File: src/rtl/adc_sample_uart.sv
// rtl/adc_sample_uart.sv - ADC sample capture FIFO feeding an 8N1 UART transmitter
//
// Ports:
//   clk         system clock, rising edge
//   rst         synchronous active-high reset
//   sample_in   ADC sample, captured while sample_rdy is high
//   sample_rdy  write request, one write per high cycle
//   serial_out  UART TX line, idles high (registered)
//   busy        high while start, data or stop bit is on the line (registered)
//   fifo_level  number of samples currently held in the FIFO
//   overflow    sticky, set when a sample is dropped on a full FIFO

module adc_sample_uart #(
    parameter int DATA_WIDTH      = 8,
    parameter int CLKS_PER_BIT    = 139,
    parameter int FIFO_DEPTH_BITS = 2
) (
    input  logic                       clk,
    input  logic                       rst,
    input  logic [DATA_WIDTH-1:0]      sample_in,
    input  logic                       sample_rdy,
    output logic                       serial_out,
    output logic                       busy,
    output logic [FIFO_DEPTH_BITS:0]   fifo_level,
    output logic                       overflow
);

    localparam int DEPTH  = 1 << FIFO_DEPTH_BITS;
    localparam int BAUD_W = $clog2(CLKS_PER_BIT);
    localparam int IDX_W  = $clog2(DATA_WIDTH) + 1;
    localparam int LVL_W  = FIFO_DEPTH_BITS + 1;

    localparam logic [BAUD_W-1:0] BAUD_LAST = BAUD_W'(CLKS_PER_BIT - 1);
    localparam logic [IDX_W-1:0]  IDX_LAST  = IDX_W'(DATA_WIDTH - 1);
    localparam logic [LVL_W-1:0]  LVL_FULL  = LVL_W'(DEPTH);

    typedef enum logic [1:0] {
        S_IDLE,
        S_START,
        S_DATA,
        S_STOP
    } state_t;

    state_t                      state_q, state_d;
    logic [BAUD_W-1:0]           baud_q, baud_d;
    logic [IDX_W-1:0]            idx_q, idx_d;
    logic [DATA_WIDTH-1:0]       shift_q, shift_d;
    logic [FIFO_DEPTH_BITS-1:0]  wr_ptr_q, wr_ptr_d;
    logic [FIFO_DEPTH_BITS-1:0]  rd_ptr_q, rd_ptr_d;
    logic [LVL_W-1:0]            level_q, level_d;
    logic                        overflow_q, overflow_d;
    logic                        serial_q, serial_d;
    logic                        busy_q, busy_d;
    logic [DATA_WIDTH-1:0]       mem_q [DEPTH];

    logic pop;
    logic push;
    logic drop;
    logic full;

    always_comb begin
        // IDLE pops whenever anything is stored; a pop frees a slot in the
        // same cycle, so a write to a full FIFO is still accepted then.
        full = (level_q == LVL_FULL);
        pop  = (state_q == S_IDLE) && (level_q != '0);
        push = sample_rdy && (!full || pop);
        drop = sample_rdy && full && !pop;

        wr_ptr_d   = wr_ptr_q;
        rd_ptr_d   = rd_ptr_q;
        level_d    = level_q;
        overflow_d = overflow_q | drop;

        if (push) begin
            wr_ptr_d = wr_ptr_q + FIFO_DEPTH_BITS'(1);
        end
        if (pop) begin
            rd_ptr_d = rd_ptr_q + FIFO_DEPTH_BITS'(1);
        end
        if (push && !pop) begin
            level_d = level_q + LVL_W'(1);
        end else if (pop && !push) begin
            level_d = level_q - LVL_W'(1);
        end
    end

    always_comb begin
        state_d = state_q;
        baud_d  = baud_q;
        idx_d   = idx_q;
        shift_d = shift_q;

        case (state_q)
            S_IDLE: begin
                if (pop) begin
                    shift_d = mem_q[rd_ptr_q];
                    baud_d  = '0;
                    idx_d   = '0;
                    state_d = S_START;
                end
            end
            S_START: begin
                if (baud_q == BAUD_LAST) begin
                    baud_d  = '0;
                    state_d = S_DATA;
                end else begin
                    baud_d = baud_q + BAUD_W'(1);
                end
            end
            S_DATA: begin
                if (baud_q == BAUD_LAST) begin
                    baud_d = '0;
                    if (idx_q == IDX_LAST) begin
                        state_d = S_STOP;
                    end else begin
                        shift_d = shift_q >> 1;
                        idx_d   = idx_q + IDX_W'(1);
                    end
                end else begin
                    baud_d = baud_q + BAUD_W'(1);
                end
            end
            S_STOP: begin
                if (baud_q == BAUD_LAST) begin
                    baud_d  = '0;
                    state_d = S_IDLE;
                end else begin
                    baud_d = baud_q + BAUD_W'(1);
                end
            end
            default: begin
                state_d = S_IDLE;
            end
        endcase

        // Line and busy are registered from the next-state view so they
        // change on the same edge as the state they describe.
        busy_d   = (state_d != S_IDLE);
        serial_d = 1'b1;
        case (state_d)
            S_START: serial_d = 1'b0;
            S_DATA:  serial_d = shift_d[0];
            default: serial_d = 1'b1;
        endcase
    end

    always_ff @(posedge clk) begin
        if (rst) begin
            state_q    <= S_IDLE;
            baud_q     <= '0;
            idx_q      <= '0;
            shift_q    <= '0;
            wr_ptr_q   <= '0;
            rd_ptr_q   <= '0;
            level_q    <= '0;
            overflow_q <= 1'b0;
            serial_q   <= 1'b1;
            busy_q     <= 1'b0;
        end else begin
            state_q    <= state_d;
            baud_q     <= baud_d;
            idx_q      <= idx_d;
            shift_q    <= shift_d;
            wr_ptr_q   <= wr_ptr_d;
            rd_ptr_q   <= rd_ptr_d;
            level_q    <= level_d;
            overflow_q <= overflow_d;
            serial_q   <= serial_d;
            busy_q     <= busy_d;
        end
    end

    // Storage needs no reset: only slots covered by the level are ever read.
    always_ff @(posedge clk) begin
        if (!rst && push) begin
            mem_q[wr_ptr_q] <= sample_in;
        end
    end

    assign serial_out = serial_q;
    assign busy       = busy_q;
    assign fifo_level = level_q;
    assign overflow   = overflow_q;

endmodule

File: config.mk
export PLATFORM = sky130hd
export DESIGN_NAME = adc_sample_uart
export DESIGN_NICKNAME = d
export VERILOG_FILES = /design/src/rtl/adc_sample_uart.sv
export SDC_FILE = /design/constraint.sdc
export NUM_CORES = 1
export LEC_CHECK = 0
export ABC_AREA = 1
export CORE_UTILIZATION = 30
export CTS_BUF_LIST = sky130_fd_sc_hd__clkbuf_4 sky130_fd_sc_hd__clkbuf_8 sky130_fd_sc_hd__clkbuf_16
export CTS_CLUSTER_DIAMETER = 150
export CTS_CLUSTER_SIZE = 8
export DETAILED_ROUTE_END_ITERATION = 16
export GPL_TIMING_DRIVEN = 0
export SYNTH_ARGS = -nofsm -noshare
export SYNTH_HDL_FRONTEND = slang
export SYNTH_SLANG_ARGS = --single-unit
File: constraint.sdc
create_clock -name clk -period 5 [get_ports clk]
set_clock_uncertainty 0.1 [all_clocks]
set_input_delay 0.75 -clock clk [delete_from_list [all_inputs] [get_ports clk]]
set_output_delay 0.75 -clock clk [all_outputs]
set_load 0.1 [all_outputs]
== Word level (Yosys, flattened, before mapping) ==
Memories as Yosys holds them, arrays and structs flattened. A register that Yosys moved wholly into a read port is not among the register bits.
Index checks and enable logic that the tools add are counted.
Storage, ports and cells
  register bits after elaboration: 32
  latch bits: 0
  RAM bits: 32
  ROM bits: 0
  bits of input ports: 11
  word-level logic and storage cells: 73
  memories kept: 1
Operators by class
  add/subtract/negate cells: 6
  multiply operators: 0
  divide/modulo/power cells: 0
  $lt $le $gt $ge: 0
  eq/ne operators: 11
  shift operators: 0
  muxes and demuxes: 24
  bitwise gates (word level): 1
  reduce and logical (&&, ||, !) cells: 19
Memory list
  mem_q: words 4, width 8, rd ports 1, clocked after Yosys merged registers in 1, write ports 1, line 54  | logic [DATA_WIDTH-1:0] mem_q [DEPTH];
Operators with widths (count)
  two-way mux 8 bit: 5
  case mux 8 bit (2 select lines): 2
  two-way mux 2 bit: 7
  two-way mux 4 bit: 3
  adder 8 x 1 -> 8 bit (second input constant): 1
  equality test 8 bit (second input constant): 1
  case mux 2 bit (4 select lines): 1
  case mux 4 bit (2 select lines): 1
  logical AND 1 bit: 7
  equality test 2 bit (second input constant): 3
  two-way mux 3 bit: 2
  inequality test 2 bit (second input constant): 3
  nonzero test 2 bit: 3
  adder 2 x 1 -> 2 bit (second input constant): 2
  adder 4 x 1 -> 4 bit (second input constant): 1
  equality test 2 x 1 -> 1 bit (second input constant): 2
  equality test 4 x 3 -> 1 bit (second input constant): 1
  zero test 1 bit: 4
  AND reduction 4 bit: 1
  adder 3 x 1 -> 3 bit (second input constant): 1
  equality test 3 bit (second input constant): 1
  nonzero test 3 bit: 1
  OR reduction 3 bit: 1
  subtractor 3 x 1 -> 3 bit (second input constant): 1
  other kinds (5): 6

== Logic depth before layout (Yosys ltp) ==
  word-level depth: 8
  depth in mapped cells: 12
  depth with buffers taken out: 12

== Least setup slack after synthesis ==
OpenSTA, ideal clock, no wires.
  path kind: register to register
  start point: reg level_q[1], in the netlist fifo_level[1]
  end point: reg level_q[2], in the netlist fifo_level[2]
  arrival: 2395 ps
  required time: 4776 ps
  setup slack: 2381 ps
  cell stages (with the launch flop): 12
  cells stage by stage: dfxtp_1 nor2_2 nand3_1 nand2_1 inv_1 ha_1 inv_1 fa_1 a21oi_1 o21ai_0 o21ai_0 a21oi_1
On the way
  word-level cells in the longest chain between the ends: 7
  elaborated cells on any way between the ends: 15
  those cells by class: add/sub: 2; eq/ne: 1; mux: 2; reduce/logical: 10
RTL lines
  from (decl): line 50  | logic [LVL_W-1:0] level_q, level_d;
  from (signal assigned): line 166  | level_q <= level_d;
  parallel branches: the longest is 7 deep, another holds subtractor 3 x 1 -> 3 bit
Several ways; the timed one is not identified. The select of a mux whose other input is x is not followed.
A chain may end at the register's enable or synchronous reset.

== Worst setup path after layout ==
  start point: reg level_q[0], in the netlist fifo_level[0]
  end point: out fifo_level[0]
RTL lines
  to (decl): line 24  | output logic [FIFO_DEPTH_BITS:0] fifo_level,
No word-level cell between the ends.

==> flow_summary.ini <==
[critical_path]
arrival_ns = 1.95
crit_fanout = 4
crit_family = buffers and inverters
cp_cell_sequence = clkdlybuf4s50_1
crit-reg2reg-launch = state_q[1]$_SDFF_PP0_
crit_type = reg -> out
crit_buf_inv = 1
worstSetupStartpointType = flop
worstPathRequired_ns = 4.15
rrSetupSlack_ns = 2.78
r2r_cells = 7
r2r_end = mem_q[3][7]$_DFFE_PP_
crit_slowest_cell = clkdlybuf4s50_1
crit_cells = 1
critPathCaptureType = output port
slowest_delay_ns = 1.17

[placement]
dp_slack_ns = 2.206
hpwl_um = 4061
port_buffers = 15
gp_congestion = 0.7307

[sta]
finalCritPeriodShare = 0.5593
max_slew_margin = 0.3545
clock.fmax_mhz = 357.6
worst_pin_slew_ns = 0.9653
fin_crit_ns = 2.796
rsz0062_at_grt = no
setup_viol_count_final = 0
slew_viol_final = 0
setup_tns_ns = 0
hold_viol = 0
final.setup.worst_slack_ns = 2.204

[route]
route.met2.wl_um = 2744
wl_met3_um = 279
ant_nets = 0
drcViolationCount = 0
wire_per_inst_um = 12.01
dr.pass1.iters = 4
num_vias = 2263
drt_wl_total_um = 6003
wl_met1_um = 2905
dr.first_iter.drc_count = 65
avgViaCountPerCell = 4.526
highest_layer = met4

[synth]
ys_types = 34
syn_area_um2 = 2998
syn_inst = 336
async_flop_share = 0
synth_seq_cells = 66
syn_nets = 356
synth_flop_cell = dfxtp_1
yosysSeqAreaShare = 0.5476
synth_edf_count = 32
ys.warnings.count = 0
synth_area_per_cell_um2 = 8.922

[cells_and_area]
regArea_um2 = 1642
nFillCells = 997
synthToLayoutAreaGrowth_pct = 18.78
fin_nets = 382
fin_util = 0.3660
drive_above_1_share = 0.1199
antenna_cells = 0
multi_input_area_um2 = 1170

[run]
drv_cap = 0

[status]
outcome = finished clean

[clock_tree]
clock_latency_ns = 0.35
clk_pin_slew_ns = 0.07
post_cts_buffers = 0
root_buffer = clkbuf_8
htree_levels = 3
clock_sinks = 66
cts_hold_buf = 0
cts_tree = built
cts.repair.resized = 0
numCtsBuffers = 9
cts_buffer_depth = 2

[pwr]
p_per_area_nw_per_um2 = 542.1
power_uw = 1931
p_leak_uw = 0.001368
vdd_drop_max_uv = 233.8

[die]
core_um2 = 9729
die_w_um = 102.0
die_h_um = 102.0
die-area_um2 = 10400
initial_core_util = 0.3081
ios = 17
fp-row-count = 36

[min_path]
hold_path.class = reg -> reg
hold_end = overflow$_SDFF_PP0_
hp-start = overflow$_SDFF_PP0_
min_path_cells = 2

[global_routing]
overflow = 0
grt_pass1_wl_um = 10210
antenna_found_initial = 0
grt_pass1_vias = 2125
grt_use_total = 0.1306
grt_start_max_net_pins = 13
layout by cell type (no fill, tap or decap), drive strengths merged:
cell type and n:
nand2 70, nor2 50, inv 39, o21ai 35
dfxtp 34, edfxtp 32, a21oi 28, nand3 15
clkdlybuf4s50 15, clkbuf 10, ha 8, buf 7
nand4 5, xor2 3, bufinv 3, o21bai 2
clkinv 2, or2 2, nor3 1, a211oi 1
o211a 1, o22ai 1, and3 1, fa 1
clkinvlp 1
sequential cells by signal, summed over array words and instances (netlist names), 2 cells and up, named ones only:
| register | cells |
|---|---|
| mem_q | 32 |
| baud_q | 8 |
| shift_q | 8 |
| idx_q | 4 |
| fifo_level | 3 |
| rd_ptr_q | 2 |
| state_q | 2 |
| wr_ptr_q | 2 |
cell usage after synthesis, types with 5 or more instances:
cell	count	share of area
a21oi_1	26	0.043
dfxtp_1	34	0.23
edfxtp_1	32	0.32
ha_1	8	0.033
inv_1	33	0.041
inv_2	5	0.0063
nand2_1	65	0.081
nand3_1	15	0.025
nand4_1	5	0.010
nor2_1	43	0.054
nor2_2	5	0.010
o21ai_0	25	0.042
o21ai_1	9	0.015
area by class of cell:
type                            count  area share
Sequential cell                    66      0.4610
Multi-Input combinational cell    224      0.3285
Tap cell                          133     0.04673
Inverter                           39     0.04252
Timing Repair Buffer               15     0.04216
Clock buffer                       10     0.03689
Clock inverter                      6     0.03233
Buffer                              7    0.009838
through the flow:
step	cells	instance area [um^2]	hold slack, ns
2_1_floorplan	336	2998	0.3389
3_3_place_gp	484	3314	0.3394
3_5_place_dp	484	3314	0.3500
4_1_cts	500	3561	0.3612
5_1_grt	500	3561	0.3887
6_report	500	3561	0.3575
worst max-delay path by stage:
stage / startpoint / endpoint
floorplan: fifo_level[1]$_SDFFE_PP0P_ / fifo_level[2]$_SDFFE_PP0P_
global placement: sample_rdy / mem_q[3][6]$_DFFE_PP_
detailed placement: sample_rdy / mem_q[1][6]$_DFFE_PP_
CTS: fifo_level[0]$_SDFFE_PP0P_ / fifo_level[0]
global route: fifo_level[0]$_SDFFE_PP0P_ / fifo_level[0]
finish: fifo_level[0]$_SDFFE_PP0P_ / fifo_level[0]
metal layers:
metal  track usage  up-vias
li1              -     1163
met3       0.04993       10
met5             0        -
met4       0.04286        0
met2        0.2050       43
met1        0.1654     1047
power breakdown:
group	internal, uW	total [uW]	switching (uW)
Combinational	202	664	462
Clock	338	556	218
Sequential	652	710	58.3
logic make-up after synthesis:
kind of cell | after synthesis | share of synthesized area
flops | 66 | 0.5476
compound gates | 68 | 0.1219
fa+ha+maj | 9 | 0.04007
simple gates | 144 | 0.2195
xor+xnor | 3 | 0.008766
buf+inv | 46 | 0.06219
(Power assumes the default switching activity.)
